**config.mk**
```make
export PLATFORM = sky130hd
export DESIGN_NAME = whack_judge
export DESIGN_NICKNAME = d
export VERILOG_FILES = /design/src/rtl/whack_pkg.sv /design/src/rtl/whack_judge_button_sync_edge.sv /design/src/rtl/whack_judge.sv
export SDC_FILE = /design/constraint.sdc
export NUM_CORES = 1
export LEC_CHECK = 0
export BUFFER_PORTS_ARGS = -buffer_cell sky130_fd_sc_hd__clkbuf_2
export CORE_ASPECT_RATIO = 0.7
export CORE_MARGIN = 10
export CORE_UTILIZATION = 55
export DETAILED_ROUTE_END_ITERATION = 7
export GPL_ROUTABILITY_DRIVEN = 0
export GPL_TIMING_DRIVEN = 0
export PLACE_DENSITY = 0.78
export SLEW_MARGIN = 20
export SYNTH_ARGS = -nofsm -noshare
export SYNTH_HDL_FRONTEND = slang
export SYNTH_HIERARCHICAL = 1
export SYNTH_SLANG_ARGS = --single-unit
```
**constraint.sdc**
```tcl
create_clock -name clock_i -period 3.53 [get_ports clock_i]
set_input_delay 0.706 -clock clock_i [delete_from_list [all_inputs] [get_ports clock_i]]
set_output_delay 0.706 -clock clock_i [all_outputs]
set_load 0.02 [all_outputs]
```
**src/rtl/whack_pkg.sv**
```systemverilog
// whack_pkg: shared constants for the whack-a-mole strike judge.
//   - game-state codes driven on game_state_i by the game controller
//   - judge FSM state encoding, also exported on state_o for debug LEDs
//   - default number of mole holes / board buttons
package whack_pkg;

  localparam int NUM_HOLES_DEF = 16;

  localparam logic [1:0] GS_IDLE  = 2'b00;
  localparam logic [1:0] GS_START = 2'b01;
  localparam logic [1:0] GS_PLAY  = 2'b10;
  localparam logic [1:0] GS_OVER  = 2'b11;

  typedef enum logic [1:0] {
    ST_IDLE   = 2'd0,
    ST_WAIT   = 2'd1,
    ST_ARMED  = 2'd2,
    ST_LOCKED = 2'd3
  } judge_state_t;

endpackage

```
**src/rtl/whack_judge_button_sync_edge.sv**
```systemverilog
// button_sync_edge: 2-flop synchroniser for asynchronous button levels,
// followed by a previous-value register for rising-edge detection.
// A level first sampled high at edge N shows up on press_o between
// edges N+1 and N+2, so it is consumed by downstream logic at edge N+2.
// Ports:
//   clock_i  - system clock
//   reset_i  - synchronous active-high clear of all stages
//   level_i  - raw asynchronous levels, 1 = pressed
//   press_o  - one-cycle press indication per bit
module button_sync_edge #(
  parameter int WIDTH = 16
) (
  input  logic             clock_i,
  input  logic             reset_i,
  input  logic [WIDTH-1:0] level_i,
  output logic [WIDTH-1:0] press_o
);

  logic [WIDTH-1:0] sync_p0;
  logic [WIDTH-1:0] sync_p1;
  logic [WIDTH-1:0] prev_p2;

  always_ff @(posedge clock_i) begin
    if (reset_i) begin
      sync_p0 <= '0;
      sync_p1 <= '0;
      prev_p2 <= '0;
    end else begin
      // stage 0/1: metastability filter; stage 2: edge-detect history
      sync_p0 <= level_i;
      sync_p1 <= sync_p0;
      prev_p2 <= sync_p1;
    end
  end

  assign press_o = sync_p1 & ~prev_p2;

endmodule

```
**src/rtl/whack_judge.sv**
```systemverilog
// whack_judge: judges player strikes against the displayed mole.
// Emits a one-cycle whacked_o pulse on a correct strike and keeps
// saturating hit (score_o) and wrong-button (miss_o) counters.
// Optional build macro WHACK_MISS_PENALTY_EN: each miss also decrements
// score_o, saturating at zero.
// Ports:
//   clock_i      - system clock
//   reset_i      - synchronous active-high reset
//   game_state_i - global game state, GS_PLAY enables judging
//   mole_i       - one-hot mole position, all-zero = no mole
//   buttons_i    - raw asynchronous button levels
//   whacked_o    - one-cycle pulse on a correct strike
//   score_o      - saturating hit count
//   miss_o       - saturating miss count
//   state_o      - judge FSM state for debug LEDs
module whack_judge
  import whack_pkg::*;
#(
  parameter int SCORE_W   = 8,
  parameter int NUM_HOLES = NUM_HOLES_DEF
) (
  input  logic                 clock_i,
  input  logic                 reset_i,
  input  logic [1:0]           game_state_i,
  input  logic [NUM_HOLES-1:0] mole_i,
  input  logic [NUM_HOLES-1:0] buttons_i,
  output logic                 whacked_o,
  output logic [SCORE_W-1:0]   score_o,
  output logic [SCORE_W-1:0]   miss_o,
  output logic [1:0]           state_o
);

  function automatic logic [SCORE_W-1:0] sat_inc(input logic [SCORE_W-1:0] v);
    return (&v) ? v : v + SCORE_W'(1);
  endfunction

  function automatic logic [SCORE_W-1:0] sat_dec(input logic [SCORE_W-1:0] v);
    return (v == '0) ? v : v - SCORE_W'(1);
  endfunction

  logic [NUM_HOLES-1:0] press;
  logic [NUM_HOLES-1:0] mole_dec;
  logic                 mole_valid;
  logic [NUM_HOLES-1:0] lock_mole_q;
  judge_state_t         state_q;
  judge_state_t         state_nxt;
  logic                 hit_evt;
  logic                 miss_evt;

  button_sync_edge #(
    .WIDTH (NUM_HOLES)
  ) u_sync (
    .clock_i (clock_i),
    .reset_i (reset_i),
    .level_i (buttons_i),
    .press_o (press)
  );

  // x & (x-1) clears the lowest set bit: zero result means at most one bit set
  assign mole_dec   = mole_i - NUM_HOLES'(1);
  assign mole_valid = (mole_i != '0) && ((mole_i & mole_dec) == '0);

  always_comb begin
    state_nxt = state_q;
    hit_evt   = 1'b0;
    miss_evt  = 1'b0;
    if (game_state_i != GS_PLAY) begin
      // leaving play overrides any strike judged this cycle
      state_nxt = ST_IDLE;
    end else begin
      case (state_q)
        ST_IDLE:   state_nxt = ST_WAIT;
        ST_WAIT:   if (mole_valid) state_nxt = ST_ARMED;
        ST_ARMED: begin
          if (|(press & mole_i)) begin
            // a correct press in the same cycle masks any wrong presses
            hit_evt   = 1'b1;
            state_nxt = ST_LOCKED;
          end else begin
            miss_evt = |press;
            if (!mole_valid) state_nxt = ST_WAIT;
          end
        end
        // hold off until the mole handler has visibly changed the mole
        ST_LOCKED: if (mole_i != lock_mole_q) state_nxt = ST_WAIT;
        default:   state_nxt = ST_IDLE;
      endcase
    end
  end

  always_ff @(posedge clock_i) begin
    if (reset_i) begin
      state_q     <= ST_IDLE;
      whacked_o   <= 1'b0;
      score_o     <= '0;
      miss_o      <= '0;
      lock_mole_q <= '0;
    end else begin
      state_q   <= state_nxt;
      whacked_o <= hit_evt;
      if (hit_evt) begin
        score_o     <= sat_inc(score_o);
        lock_mole_q <= mole_i;
      end
      if (miss_evt) begin
        miss_o <= sat_inc(miss_o);
`ifdef WHACK_MISS_PENALTY_EN
        score_o <= sat_dec(score_o);
`endif
      end
    end
  end

  assign state_o = state_q;

endmodule

```
# Word level (Yosys, flattened, before mapping)

Index checks and enable logic that the tools add are counted.

$add $sub $neg: 3
Equal/unequal tests: 8
Mux-type cells: 11
Bitwise logic cells: 6
Reductions and logical operators: 12

Operators with widths:

| cell                  | number |
|---|---|
| $and 16x16->16        | 3 |
| $reduce_or 16->1      | 2 |
| $add 8x1->8 const B   | 2 |
| $logic_not 16->1      | 1 |
| $ne 16x16->1          | 1 |
| $not 16->16           | 1 |
| $reduce_and 8->1      | 2 |
| $reduce_bool 16->1    | 1 |
| $sub 16x1->16 const B | 1 |
| $mux 2                | 4 |
| $pmux 2 s4            | 1 |
| $mux 1                | 6 |
| $ne 2x2->1 const B    | 3 |
| $eq 2x2->1 const B    | 2 |
| $reduce_and 2->1      | 2 |
| $ne 3x3->1 const B    | 1 |
| $reduce_and 3->1      | 1 |
| $eq 2x1->1 const B    | 1 |
| $logic_not 2->1       | 1 |
| $not 1->1             | 2 |
| $reduce_or 2->1       | 1 |
| $logic_and 1x1->1     | 1 |

Flip-flop bits (word level): 83
Output and inout port bits: 19
Word-level logic and storage cells: 48

# Longest topological paths before layout

Depth after elaboration: 8
Gate-level depth with buffers: 9
Gate-level depth less buffers: 8

# By module

Netlist, hierarchy kept.

By module, submodules not included:

| module           | times used | cells an instance | area each (sq um) | sequential area each (sq um) |
|---|---|---|---|---|
| whack_judge      | 1          | 235               | 2020.7            | 700.7 |
| button_sync_edge | 1          | 117               | 1405.1            | 960.9 |

# Least setup slack after synthesis

OpenSTA, ideal clock, no wires.

Path kind: input -> register
From: input port mole_i[0]
To: register state_q[1], in the netlist state_o[1]
Setup time: 0.123 ns
Arrival: 2.585 ns
Slack: 0.822 ns
Cell stages on the path: 7
Cell sequence: or4_4 > or3_4 > and2b_2 > o21ai_0 > a211oi_2 > mux2_4 > mux2i_1

Word-level cells in the longest chain between the ends: 6

RTL lines:

| item                                               | line              | text |
|---|---|---|
| from (decl)                                        | whack_judge.sv:25 | `input logic [NUM_HOLES-1:0] mole_i,` |
| $sub 16x1->16                                      | whack_judge.sv:60 | `assign mole_dec = mole_i - NUM_HOLES'(1);` |
| $and 16x16->16                                     | whack_judge.sv:61 | `assign mole_valid = (mole_i != '0) && ((mole_i & mole_dec) == '0);` |
| $logic_not 16->1                                   | whack_judge.sv:61 |  |
| $logic_and 1x1->1                                  | whack_judge.sv:61 |  |
| $ne 3x3->1 (no line) or $ne 2x2->1 (tied branches) | n/a               |  |
| $reduce_and 3->1 (no line)                         | n/a               |  |
| to (signal assigned)                               | whack_judge.sv:99 | `state_q <= state_nxt;` |
| to (decl)                                          | whack_judge.sv:45 | `judge_state_t state_q;` |

Parallel ways exist; a longest one is shown, timed or not.
A chain may end at the register's enable or synchronous reset.

# Worst setup path in the final report

From: input port mole_i[1]
To: register state_q[1], in the netlist state_o[1]

The elaborated chain is that of the path after synthesis.

==> results.toml <==
[timing]
setup_ws_ps = 895.5
slew_viol_final = 0
hold_viol = 0
final-setup-viol-count = 0
slew_headroom = 0.5300
fin_crit_sh = 0.7463
fin_crit_ps = 2634
rsz0062_at_grt = "no"
fin_skew_ps = 9.364
whs_ps = 439.6
setup_tns_ps = 0
tightest_slew_ps = 703.4
fmax_mhz = 379.6

[grt]
grt_start_max_net_pins = 16
antenna_found_initial = 0
grt_pass1_vias = 2522
gr-usage-all-layers = 0.1515
gr-total-overflow = 0
grt_pass1_wl_mm = 12.01

[clock_network]
tritoncts = "done"
clockBufferDepth = 2
cts_buffers = 9
cts_max_level = 3
ctsResizeCount = 0
cts-root-buf = "clkbuf_8"
post-cts-setup-buffers = 0
cts.sinks = 83
cts.clk_slew.worst_paths_ps = 90
worstSkewPairLatency_ps = 360
ctsHoldBuffers = 0

[floorplanning]
fp.dieW_um = 114.3
num_rows = 23
dieArea_mm2 = 0.009836
start_util = 0.5835
die_h_um = 86.03
ios = 55
core_mm2 = 0.005871

[worst_setup_path]
crit_arrival_ps = 2890
critPathRequiredTime_ps = 3780
path_max_fanout = 6
setup.worst_path.start_class = "input port"
crit_type = "input port to flip-flop"
cp-end-kind = "flip-flop"
r2r_cells = 8

[yosys]
syn_area_mm2 = 0.003426
yosys.cell_types.count = 39
syn_area_per_cell_um2 = 9.732
synth_cells = 352
synth_seq_area_share = 0.4850
yosys_warnings = 6
synth-seq-cells = 83
syn-num-nets = 394

[worst_hold_path]
hold_depth = 1
hold_path.class = "flip-flop to flip-flop"

[job]
maxCapViolations = 0

[route]
firstDrtPassIters = 5
drt_iter0_drc = 119
route.detailed.drc = 0
final_antenna_net_count = 0
drt-wirelength-per-cell_um = 14.42
vias = 2526
vias_per_cell = 5.155
routed_wl_mm = 7.067

[pwr]
seqPwrFrac = 0.548
p_comb_frac = 0.067
p_sw_mw = 0.4198
sw_frac_of_total = 0.2385
p_int_mw = 1.340
p_leak_nw = 1.569
powerDensity_mw_per_mm2 = 445.3
clock_power_share = 0.385
total_power_mw = 1.760
vdd_drop_max_mv = 0.3663

[final_layout]
mostFrequentLayoutCells = "dfxtp_1 (83), nor2b_1 (65), clkbuf_2 (47)"
fin_area_mm2 = 0.003953
utilization = 0.6733
nNetsFinal = 452
instances_no_fill = 490
final_common_cell = "dfxtp_1"
n_antenna_cell = 0
post_route_cells_drive_above_1_share = 0.1880
area_growth_pct = 15.38

[place]
dpl.hpwl_mm = 5.451
io_buffers = 47
dp.cells = 474
pre_cts_slack_ps = 585.7
place_area_mm2 = 0.003755

[outcome]
status = "completed"
==> cells in the mapped netlist <==
library cell,instances,share of area
dfxtp_1,83,0.49
nor2b_1,65,0.12
nor2_1,36,0.039
mux2i_1,21,0.061
xnor2_1,18,0.046
nand2_1,13,0.014
nor3_1,13,0.019
clkbuf_1,10,0.011
a22oi_1,8,0.018
xor2_1,8,0.020
nand4_1,7,0.013
nor4_1,7,0.013
ha_1,6,0.022
inv_1,5,0.0055
nand3_1,5,0.0073
and2_1,4,0.0073
buf_2,4,0.0058
o21ai_0,4,0.0058
or3_1,4,0.0073
a21oi_1,3,0.0044
buf_6,3,0.0099
nor3b_1,3,0.0066
a31oi_1,2,0.0037
and3_1,2,0.0037
maj3_1,2,0.0058
mux2_4,2,0.0088
o21a_1,2,0.0044
a2111oi_0,1,0.0026
a211oi_2,1,0.0037
a311oi_1,1,0.0026
and2b_2,1,0.0026
nand2b_1,1,0.0018
nand3_2,1,0.0029
nor4_2,1,0.0037
o2111ai_1,1,0.0026
o211ai_1,1,0.0022
o41ai_1,1,0.0026
or3_4,1,0.0033
or4_4,1,0.0033
==> path summary, 6_finish.rpt <==
check / startpoint / endpoint / slack (ps)
max: mole_i[1] / state_o[1] / 900
min: u_sync/sync_p0[6] / u_sync/sync_p1[6] / 440
max reg2reg: u_sync/sync_p1[4] / miss_o[5] / 1060
min reg2reg: u_sync/sync_p0[6] / u_sync/sync_p1[6] / 440
==> power groups by stage <==
stage	registers [mW]	clock network, mW	logic, mW
global placement	0.986	0	0.114
finish	0.964	0.677	0.119
floorplan	0.985	0	0.0750
detailed placement	0.986	0	0.117
global route	0.967	0.727	0.131
CTS	0.964	0.689	0.118
==> sequential cells by signal, indices dropped and copies added, names as in the netlist <==
| register | count |
|---|---|
| u_sync/sync_p0 | 16 |
| lock_mole_q | 16 |
| whacked_o | 1 |
| u_sync/prev_p2 | 16 |
| state_o | 2 |
| miss_o | 8 |
| score_o | 8 |
| u_sync/sync_p1 | 16 |
==> cell families (layout without fill, tap and decap cells) <==
| logic type | count (synthesis) | in the layout | synth area share |
|---|---|---|---|
| flops | 83 | 83 | 0.4850 |
| buf+inv | 22 | 85 | 0.03214 |
| fa+ha+maj | 8 | 8 | 0.02776 |
| simple gates | 165 | 165 | 0.2666 |
| mux | 23 | 23 | 0.07012 |
| compound gates | 25 | 25 | 0.05186 |
| xor+xnor | 26 | 26 | 0.06647 |
==> metal layers <==
layer / vias to the layer above / part of all wire / GRT usage
li1: 1298 / - / -
met1: 1148 / 0.48 / 0.1926
met2: 69 / 0.43 / 0.2337
met3: 11 / 0.069 / 0.05706
met4: 0 / 0.013 / 0.04427
met5: - / 0 / 0
==> worst max-delay path, cell delays in order <==
cell and delay [ps]:
clkbuf_2 140, or4_4 550, or3_4 410, nor3b_1 230
o41ai_1 150, a211oi_2 230, mux2_4 340, mux2i_1 120
==> cell type report <==
type,count,area [µm²]
fill,501,1918
clock inverter,7,73.82
tap,75,93.84
sequential,83,1662
multi-input combinational,247,1654
buffer,17,91.34
inverter,5,18.77
clock buffer,9,123.9
timing repair buffer,47,235.2
Power figures use the tool's default switching activity.
